**src/rtl/mac_pkg.sv**
```systemverilog
// rtl/mac_pkg.sv - shared MAC datapath types and default widths
// Contents: reader FSM state enum, default operand/length/buffer widths,
// stall counter width.
package mac_pkg;

  localparam int unsigned DEFAULT_DATA_WIDTH  = 32;
  localparam int unsigned DEFAULT_LEN_WIDTH   = 8;
  localparam int unsigned DEFAULT_BUFFER_SIZE = 4;
  localparam int unsigned STALL_CNT_WIDTH     = 16;

  typedef enum logic [1:0] {
    IDLE = 2'd0,
    RUN  = 2'd1,
    DONE = 2'd2
  } reader_state_e;

endpackage

```
**src/rtl/fifo_operand_reader_if.sv**
```systemverilog
// rtl/fifo_operand_reader_if.sv - FIFO dual-pop lanes plus operand output handshake
// Signals: Empty/ReadyM/DataOut1/DataOut2 (FIFO lane status and head words),
// Pop1/Pop2 (lane pops), OutValid/OutReady/OutP/OutM (operand pair stream).
// master: the reader side; slave: the FIFO plus MAC side.
interface fifo_operand_reader_if
  import mac_pkg::*;
#(
  parameter int unsigned DataWidth  = DEFAULT_DATA_WIDTH,
  parameter int unsigned BufferSize = DEFAULT_BUFFER_SIZE
);

  logic                  Empty;
  logic [BufferSize-1:0] ReadyM;
  logic [DataWidth-1:0]  DataOut1;
  logic [DataWidth-1:0]  DataOut2;
  logic                  Pop1;
  logic                  Pop2;
  logic                  OutValid;
  logic                  OutReady;
  logic [DataWidth-1:0]  OutP;
  logic [DataWidth-1:0]  OutM;

  modport master (
    input  Empty, ReadyM, DataOut1, DataOut2, OutReady,
    output Pop1, Pop2, OutValid, OutP, OutM
  );

  modport slave (
    output Empty, ReadyM, DataOut1, DataOut2, OutReady,
    input  Pop1, Pop2, OutValid, OutP, OutM
  );

endinterface

```
**src/rtl/reader_stall_counter.sv**
```systemverilog
// rtl/reader_stall_counter.sv - saturating stall cycle counter with clear
// Ports: clk, aclr (async active-low), clr (synchronous clear, wins over inc),
// inc (count one cycle), cnt (current count, holds at all-ones).
module reader_stall_counter
  import mac_pkg::*;
(
  input  logic                       clk,
  input  logic                       aclr,
  input  logic                       clr,
  input  logic                       inc,
  output logic [STALL_CNT_WIDTH-1:0] cnt
);

  logic [STALL_CNT_WIDTH-1:0] cnt_q;
  logic [STALL_CNT_WIDTH-1:0] cnt_d;

  always_comb begin
    cnt_d = cnt_q;
    if (clr) begin
      cnt_d = '0;
    end else if (inc && (cnt_q != '1)) begin
      cnt_d = cnt_q + 1'b1;
    end
  end

  always_ff @(posedge clk or negedge aclr) begin
    if (!aclr) begin
      cnt_q <= '0;
    end else begin
      cnt_q <= cnt_d;
    end
  end

  assign cnt = cnt_q;

endmodule

```
**src/rtl/fifo_operand_reader.sv**
```systemverilog
// rtl/fifo_operand_reader.sv - lock-step dual-lane FIFO reader with registered operand stage
// Ports: clk, aclr (async active-low), Start/Len (job start pulse and pair count),
// bus (fifo_operand_reader_if.master: lane status, pops, operand stream),
// Busy (job in RUN or DONE), Done (one-cycle job completion pulse),
// StallCnt (lane-starved cycle count).
// Build option: FIFO_READER_STALL_CNT_EN enables the stall counter; otherwise
// StallCnt is constant zero.
module fifo_operand_reader
  import mac_pkg::*;
#(
  parameter int unsigned DataWidth  = DEFAULT_DATA_WIDTH,
  parameter int unsigned BufferSize = DEFAULT_BUFFER_SIZE,
  parameter int unsigned LenWidth   = DEFAULT_LEN_WIDTH
) (
  input  logic                       clk,
  input  logic                       aclr,
  input  logic                       Start,
  input  logic [LenWidth-1:0]        Len,
  fifo_operand_reader_if.master      bus,
  output logic                       Busy,
  output logic                       Done,
  output logic [STALL_CNT_WIDTH-1:0] StallCnt
);

  reader_state_e         state_q, state_d;
  logic [LenWidth-1:0]   remaining_q, remaining_d;
  logic                  out_valid_q, out_valid_d;
  logic [DataWidth-1:0]  out_p_q, out_p_d;
  logic [DataWidth-1:0]  out_m_q, out_m_d;

  logic [BufferSize-1:0] ready_m;
  logic                  avail_p;
  logic                  avail_m;
  logic                  stage_free;
  logic                  load;

  assign ready_m    = bus.ReadyM;
  assign avail_p    = ~bus.Empty;
  assign avail_m    = |ready_m;
  // The stage can take a new pair if it is empty or its pair leaves this cycle.
  assign stage_free = ~out_valid_q | bus.OutReady;
  // Both lanes must be readable; a single-lane pop would desynchronise P and M.
  assign load       = (state_q == RUN) && (remaining_q != '0) &&
                      avail_p && avail_m && stage_free;

  always_comb begin
    state_d     = state_q;
    remaining_d = remaining_q;
    out_valid_d = out_valid_q;
    out_p_d     = out_p_q;
    out_m_d     = out_m_q;
    case (state_q)
      IDLE: begin
        if (Start) begin
          if (Len != '0) begin
            state_d     = RUN;
            remaining_d = Len;
          end else begin
            state_d = DONE;
          end
        end
      end
      RUN: begin
        if (load) begin
          out_p_d     = bus.DataOut1;
          out_m_d     = bus.DataOut2;
          out_valid_d = 1'b1;
          remaining_d = remaining_q - 1'b1;
        end else if (out_valid_q && bus.OutReady) begin
          out_valid_d = 1'b0;
        end
        // All pairs popped and the last one drained (or draining now).
        if ((remaining_q == '0) && stage_free) begin
          state_d = DONE;
        end
      end
      DONE: begin
        state_d = IDLE;
      end
      default: begin
        state_d = IDLE;
      end
    endcase
  end

  always_ff @(posedge clk or negedge aclr) begin
    if (!aclr) begin
      state_q     <= IDLE;
      remaining_q <= '0;
      out_valid_q <= 1'b0;
      out_p_q     <= '0;
      out_m_q     <= '0;
    end else begin
      state_q     <= state_d;
      remaining_q <= remaining_d;
      out_valid_q <= out_valid_d;
      out_p_q     <= out_p_d;
      out_m_q     <= out_m_d;
    end
  end

  assign bus.Pop1     = load;
  assign bus.Pop2     = load;
  assign bus.OutValid = out_valid_q;
  assign bus.OutP     = out_p_q;
  assign bus.OutM     = out_m_q;
  assign Busy         = (state_q == RUN) || (state_q == DONE);
  assign Done         = (state_q == DONE);

`ifdef FIFO_READER_STALL_CNT_EN
  logic stall_inc;
  logic stall_clr;

  // Only starvation counts: a full stage waiting on the MAC is not a stall.
  assign stall_inc = (state_q == RUN) && (remaining_q != '0) && stage_free &&
                     !(avail_p && avail_m);
  assign stall_clr = (state_q == IDLE) && Start;

  reader_stall_counter u_stall_counter (
    .clk  (clk),
    .aclr (aclr),
    .clr  (stall_clr),
    .inc  (stall_inc),
    .cnt  (StallCnt)
  );
`else
  assign StallCnt = '0;
`endif

endmodule

```
**src/flat_wrapper.sv**
```systemverilog
// flat-port wrapper written by rule: the top's interface ports become plain ports
module fifo_operand_reader_flat import mac_pkg::*;
#(
  parameter int unsigned DataWidth  = DEFAULT_DATA_WIDTH,
  parameter int unsigned BufferSize = DEFAULT_BUFFER_SIZE,
  parameter int unsigned LenWidth   = DEFAULT_LEN_WIDTH
)
  (clk, aclr, Start, Len, Busy, Done, StallCnt, bus_Empty, bus_ReadyM, bus_DataOut1, bus_DataOut2, bus_OutReady, bus_Pop1, bus_Pop2, bus_OutValid, bus_OutP, bus_OutM);
  fifo_operand_reader_if #(.DataWidth(DataWidth), .BufferSize(BufferSize)) bus_i ();
  input  logic clk;
  input  logic aclr;
  input  logic Start;
  input  logic [LenWidth-1:0] Len;
  output logic Busy;
  output logic Done;
  output logic [STALL_CNT_WIDTH-1:0] StallCnt;
  input wire logic [$bits(bus_i.Empty)-1:0] bus_Empty;
  input wire logic [$bits(bus_i.ReadyM)-1:0] bus_ReadyM;
  input wire logic [$bits(bus_i.DataOut1)-1:0] bus_DataOut1;
  input wire logic [$bits(bus_i.DataOut2)-1:0] bus_DataOut2;
  input wire logic [$bits(bus_i.OutReady)-1:0] bus_OutReady;
  output wire logic [$bits(bus_i.Pop1)-1:0] bus_Pop1;
  output wire logic [$bits(bus_i.Pop2)-1:0] bus_Pop2;
  output wire logic [$bits(bus_i.OutValid)-1:0] bus_OutValid;
  output wire logic [$bits(bus_i.OutP)-1:0] bus_OutP;
  output wire logic [$bits(bus_i.OutM)-1:0] bus_OutM;
  assign bus_i.Empty = bus_Empty;
  assign bus_i.ReadyM = bus_ReadyM;
  assign bus_i.DataOut1 = bus_DataOut1;
  assign bus_i.DataOut2 = bus_DataOut2;
  assign bus_i.OutReady = bus_OutReady;
  assign bus_Pop1 = bus_i.Pop1;
  assign bus_Pop2 = bus_i.Pop2;
  assign bus_OutValid = bus_i.OutValid;
  assign bus_OutP = bus_i.OutP;
  assign bus_OutM = bus_i.OutM;
  fifo_operand_reader #(.DataWidth(DataWidth), .BufferSize(BufferSize), .LenWidth(LenWidth)) u_core (.clk(clk), .aclr(aclr), .Start(Start), .Len(Len), .bus(bus_i), .Busy(Busy), .Done(Done), .StallCnt(StallCnt));
endmodule
```
**config.mk**
```make
export PLATFORM = sky130hd
export DESIGN_NAME = fifo_operand_reader_flat
export DESIGN_NICKNAME = d
export VERILOG_FILES = /design/src/rtl/mac_pkg.sv /design/src/rtl/fifo_operand_reader_if.sv /design/src/rtl/reader_stall_counter.sv /design/src/rtl/fifo_operand_reader.sv /design/src/flat_wrapper.sv
export SDC_FILE = /design/constraint.sdc
export NUM_CORES = 1
export LEC_CHECK = 0
export BUFFER_PORTS_ARGS = -buffer_cell sky130_fd_sc_hd__buf_2
export CORE_MARGIN = 2
export CORE_UTILIZATION = 46
export DETAILED_ROUTE_END_ITERATION = 12
export GPL_TIMING_DRIVEN = 0
export PLACE_DENSITY = 0.78
export SYNTH_ARGS = -nofsm -noshare
export SYNTH_HDL_FRONTEND = slang
export SYNTH_SLANG_ARGS = --single-unit
```
**constraint.sdc**
```tcl
create_clock -name clk -period 2.2 [get_ports clk]
set_input_delay 0 -clock clk [delete_from_list [all_inputs] [get_ports clk]]
set_output_delay 0 -clock clk [all_outputs]
set_load 0.03 [all_outputs]
```
# == Word-level counts from Yosys, hierarchy flattened ==
# Cells that the tools add are included.
# totals
reg_bits,75
inputBits,81
output_inout_bits,85
wordCells,43
# classes
add_sub_neg,1
eq_ne,6
mux,10
bitwise,3
n_reduce_logical,18
# op_table
op,count
8-bit two-way mux,3
8-bit one-hot mux with 2 select lines,1
8-bit nonzero test,2
8-bit zero test,1
8-bit by 1-bit subtractor with 8-bit output (second input constant),1
1-bit logical AND,6
2-bit two-way mux,3
2-bit AND reduction,3
2-bit by 1-bit inequality test with 1-bit output (second input constant),2
2-bit inequality test (second input constant),2
2-bit one-hot mux with 2 select lines,1
4-bit AND reduction,1
2-bit nonzero test,2
4-bit OR reduction,1
2-bit by 1-bit == test with 1-bit output (second input constant),1
2-bit == test (second input constant),1
2-bit zero test,1
1-bit two-way mux,2
1-bit NOT,2
1-bit logical OR,1
1-bit OR,1

# == Logic depth before layout (Yosys ltp) ==
# logic_depth
ltp_word,7
mapped_depth,9
depth_no_buf,8

# == Least setup slack after synthesis ==
# No wires, ideal clock.
# synth_path
path_type,register to output
startpoint,reg u_core.state_q[1]
endpoint,out bus_Pop2
arrival_ns,1.842
required_ns,2.200
path_slack_ns,0.358
stages_incl_launch_ff,9
path_buffers,2
path_cell_list,dfrtp_1 inv_1 ha_1 inv_2 nor4_4 nand2_2 inv_2 buf_2 buf_4
# synth_between
elab_chain_len,5
# synth_lines
item,line_no,rtl
"start, declared",fifo_operand_reader.sv:25,"reader_state_e state_q, state_d;"
"start signal, assigned",fifo_operand_reader.sv:94,state_q <= state_d;
2-bit by 1-bit == test with 1-bit output,fifo_operand_reader.sv:43,assign load = (state_q == RUN) && (remaining_q != '0) &&
1-bit logical AND (2 in a row),fifo_operand_reader.sv:43,
1-bit logical AND (2 in a row),fifo_operand_reader.sv:44,avail_p && avail_m && stage_free;
"end, declared",flat_wrapper.sv:23,output wire logic [$bits(bus_i.Pop2)-1:0] bus_Pop2;
# Every way passes these cells.

# == Worst setup path in the final report ==
# Same ends and word-level chain as after synthesis.

==> run_results.csv <==
group,metric,value,unit
sta,setup_viol,0,
grt,globalRouteOverflowTotal,0,
critical_path,cp_max_fo,11,
drt,dr.pass1.iters,4,
cells_and_area,register_cell_area_after_layout,1880,sq um
grt,grt_max_degree,39,
synth,yosysUniqueCellTypes,43,
drt,vias,3509,
power_and_ir_drop,irDropWorstVdd,0.758,mV
drt,drc,0,
synth,postSynthCellCount,383,
sta,achievable-frequency,478,MHz
sta,min_period,2.09,ns
cells_and_area,diodes,0,
cells_and_area,multi_input_area,1380,sq um
grt,first_global_vias,3503,
synth,synth_largest_area_cell,"sky130_fd_sc_hd__dfrtp_1",
sta,hold_viol,0,
placement,routabilityCongestion,0.856,
synth,synthArstFlopShare,100,%
floorplanning,die_h,90.0,um
floorplanning,floorplan.io_pins,166,
grt,grt_pass1_wl,17300,um
min_path,hold_path_class,"input port to flop",
critical_path,timing.critical_path.arrival,2.09,ns
run_status,outcome,"complete, no violations",
cells_and_area,filler_cell_count,511,
sta,fin_crit_sh,95.2,%
sta,slew_viol_final,0,
cells_and_area,area_delta_synth_final,55.1,%
sta,finalClockSkew,0.0103,ns
cells_and_area,layout-drive-gt1-share,33.0,%
floorplanning,floorplan.die_area,8110,sq um
drt,antenna_left,0,
synth,synth_seq_cells,75,
sta,worst_slew_margin_rel,65.8,%
critical_path,crit_required,2.20,ns
critical_path,setup.worst_path.class,"flop to primary output",
clock_network,clk_root_buffer_cell,"sky130_fd_sc_hd__clkbuf_8",
critical_path,timing.critical_path.slowest_cell_delay,0.41,ns
critical_path,cp.buffers_inverters,6,
critical_path,timing.critical_path.cells,"inv_2, ha_4, inv_4, nor4_4, nand2_4, inv_8, buf_8, buf_4, clkbuf_4",
clock_network,cts-root-to-sink-buffers,2,
synth,synth_top_flop_cell,"sky130_fd_sc_hd__dfrtp_1",
floorplanning,row_count,31,
cells_and_area,layout.cells.most_common_list,"sky130_fd_sc_hd__nand2_1, sky130_fd_sc_hd__buf_2, sky130_fd_sc_hd__dfrtp_1, sky130_fd_sc_hd__dlygate4sd3_1, sky130_fd_sc_hd__buf_4",
clock_network,tritoncts,"done",
clock_network,htreeDepth,3,
synth,yosys_warnings,0,
critical_path,worst_path_dominant_cell_family,"buffers and inverters",
sta,worst-slew-pin-transition,0.512,ns
synth,area_share_of_the_largest_cell_type_after_synthesis,55.1,%
sta,final_setup_tns,0,ns
cells_and_area,finish.utilization,73.2,%
critical_path,slowest_cell_on_the_critical_path,"sky130_fd_sc_hd__dfrtp_1",
clock_network,clk-insertion-delay-late,0.33,ns
synth,synth-edff-count,0,
grt,grt_usage,26.6,%
flow_run,max_cap_violations,0,
placement,io_buffers,149,
critical_path,cp-start-kind,"flop",
floorplanning,die-width,90.0,um
cells_and_area,layout.cells.most_common,"sky130_fd_sc_hd__nand2_1",
clock_network,clock_sink_count,75,
placement,placement.setup.worst_slack,-0.213,ns
drt,routed_wl,10300,um
drt,detail_route.iter0.violations,114,
cells_and_area,design.final.nets,714,
grt,grt_antenna_before_repair,0,
clock_network,cts_inserted_buffers,9,
synth,syn-mean-instance-area,8.89,sq um
power_and_ir_drop,pwr_density_cell,1370,nW/um^2
drt,avgRoutedWirePerCell,14.1,um
synth,netlist_area,3400,sq um
drt,vias_per_cell,4.81,
floorplanning,start_util,47.2,%
critical_path,worst_setup_path_end_kind,"primary output",
synth,yosysSeqAreaShare,55.1,%
floorplanning,placeableCoreArea,7210,sq um
power_and_ir_drop,p_leak,0.00293,uW
sta,setup_slack,0.106,ns
sta,grt_setup_unrepaired,"false",
placement,hpwl_reported_at_the_end_of_detailed_placement,6510,um
synth,synth.area.top_cells,"sky130_fd_sc_hd__dfrtp_1, sky130_fd_sc_hd__nand2_1, sky130_fd_sc_hd__buf_4",
clock_network,clkSlewWorstSetupHoldPaths,0.08,ns
## tightest hold or removal path: stages
cell	delay, ns
sky130_fd_sc_hd__buf_2	0.11
sky130_fd_sc_hd__o22ai_1	0.07
sky130_fd_sc_hd__a2bb2oi_1	0.14
## sequential cells by signal (all words and copies together), names as in the netlist
name	cells
u_core.state_q	2
u_core.bus.OutM	32
u_core.remaining_q	8
u_core.bus.OutValid	1
u_core.bus.OutP	32
## final timing paths
path / from / endpoint / slack, ns / cells after the start
max: u_core.state_q[1] / bus_Pop2 / 0.11 / 9
min: Len[4] / u_core.remaining_q[4] / 0.03 / 3
max reg2reg: u_core.state_q[1] / u_core.bus.OutP[21] / 0.11 / 10
min reg2reg: u_core.bus.OutM[14] / u_core.bus.OutM[14] / 0.47 / 2
max in group asynchronous: aclr / u_core.bus.OutM[26] / 1.47 / 3
min in group asynchronous: aclr / u_core.bus.OutValid / 0.16 / 2
## layer usage
layer / vias up / wire [um] / global-route usage, % / share of wire, %
li1: 1688 / - / - / -
met1: 1665 / 4230 / 32.8 / 41
met2: 135 / 5210 / 45.9 / 51
met3: 21 / 592 / 4.61 / 5.8
met4: 0 / 250 / 11.5 / 2.4
met5: - / 0 / 0 / 0
## final cells by class
type,count,area share (%)
plain buffers,33,4.34
clock buffers,11,2.68
flip-flops and latches,75,35.5
well taps,99,2.35
repair buffers,219,27.6
inverters,7,0.687
clock inverters,3,0.758
multi-input cells,283,26.1
## where the power goes
group	total, uW	internal (uW)	switching (uW)
registers	2440	2020	419
clock network	1000	540	464
logic	3810	1240	2560
total	7250	3810	3440
## cells in the mapped netlist (2+ instances only)
library cell,instances
sky130_fd_sc_hd__and2_1,2
sky130_fd_sc_hd__or4_4,3
sky130_fd_sc_hd__inv_1,5
sky130_fd_sc_hd__nand4_1,2
sky130_fd_sc_hd__o21ai_0,2
sky130_fd_sc_hd__nor3_1,5
sky130_fd_sc_hd__dfrtp_1,75
sky130_fd_sc_hd__buf_1,2
sky130_fd_sc_hd__o22ai_1,4
sky130_fd_sc_hd__ha_1,5
sky130_fd_sc_hd__o21ai_1,3
sky130_fd_sc_hd__nor4_2,2
sky130_fd_sc_hd__a21oi_1,5
sky130_fd_sc_hd__a22oi_1,3
sky130_fd_sc_hd__buf_2,10
sky130_fd_sc_hd__nand2_1,199
sky130_fd_sc_hd__clkbuf_1,2
sky130_fd_sc_hd__a2bb2oi_1,3
sky130_fd_sc_hd__o21a_1,4
sky130_fd_sc_hd__nor2_1,5
sky130_fd_sc_hd__inv_2,2
sky130_fd_sc_hd__mux2i_1,2
sky130_fd_sc_hd__buf_4,18
## cells by family (layout without fill, tap and decap cells)
| logic type | count (synthesis) | count (layout) | share of synthesized area [%] |
|---|---|---|---|
| other | 1 | 16 | 0.110 |
| adders and majority gates | 5 | 5 | 1.84 |
| buffers and inverters | 40 | 273 | 6.98 |
| and+or+nand+nor | 224 | 224 | 27.3 |
| AOI/OAI and AO/OA | 36 | 36 | 8.05 |
| DFF | 75 | 75 | 55.1 |
| muxes | 2 | 2 | 0.588 |
## repair_timing
action                                  in CTS  in global routing
gates resized for setup                      7                 13
endpoints found under the setup margin      39                 33
buffers inserted                             2                  0
pin swaps                                    2                  2
hold buffers                                67                  0
hold endpoints to repair                   103                  0
## per-stage QoR
step / hold slack (ns) / power [uW] / cell area (sq um) / std cells
global placement: 0.188 / 5900 / 4330 / 646
finish: 0.0304 / 7250 / 5280 / 730
floorplan: -0.296 / 4930 / 3460 / 398
CTS: 0.0182 / 7190 / 5250 / 730
detailed placement: 0.00131 / 6030 / 4350 / 647
global route: 0.0409 / 7730 / 5280 / 730
Note: power is estimated with default switching activity, not from simulation.
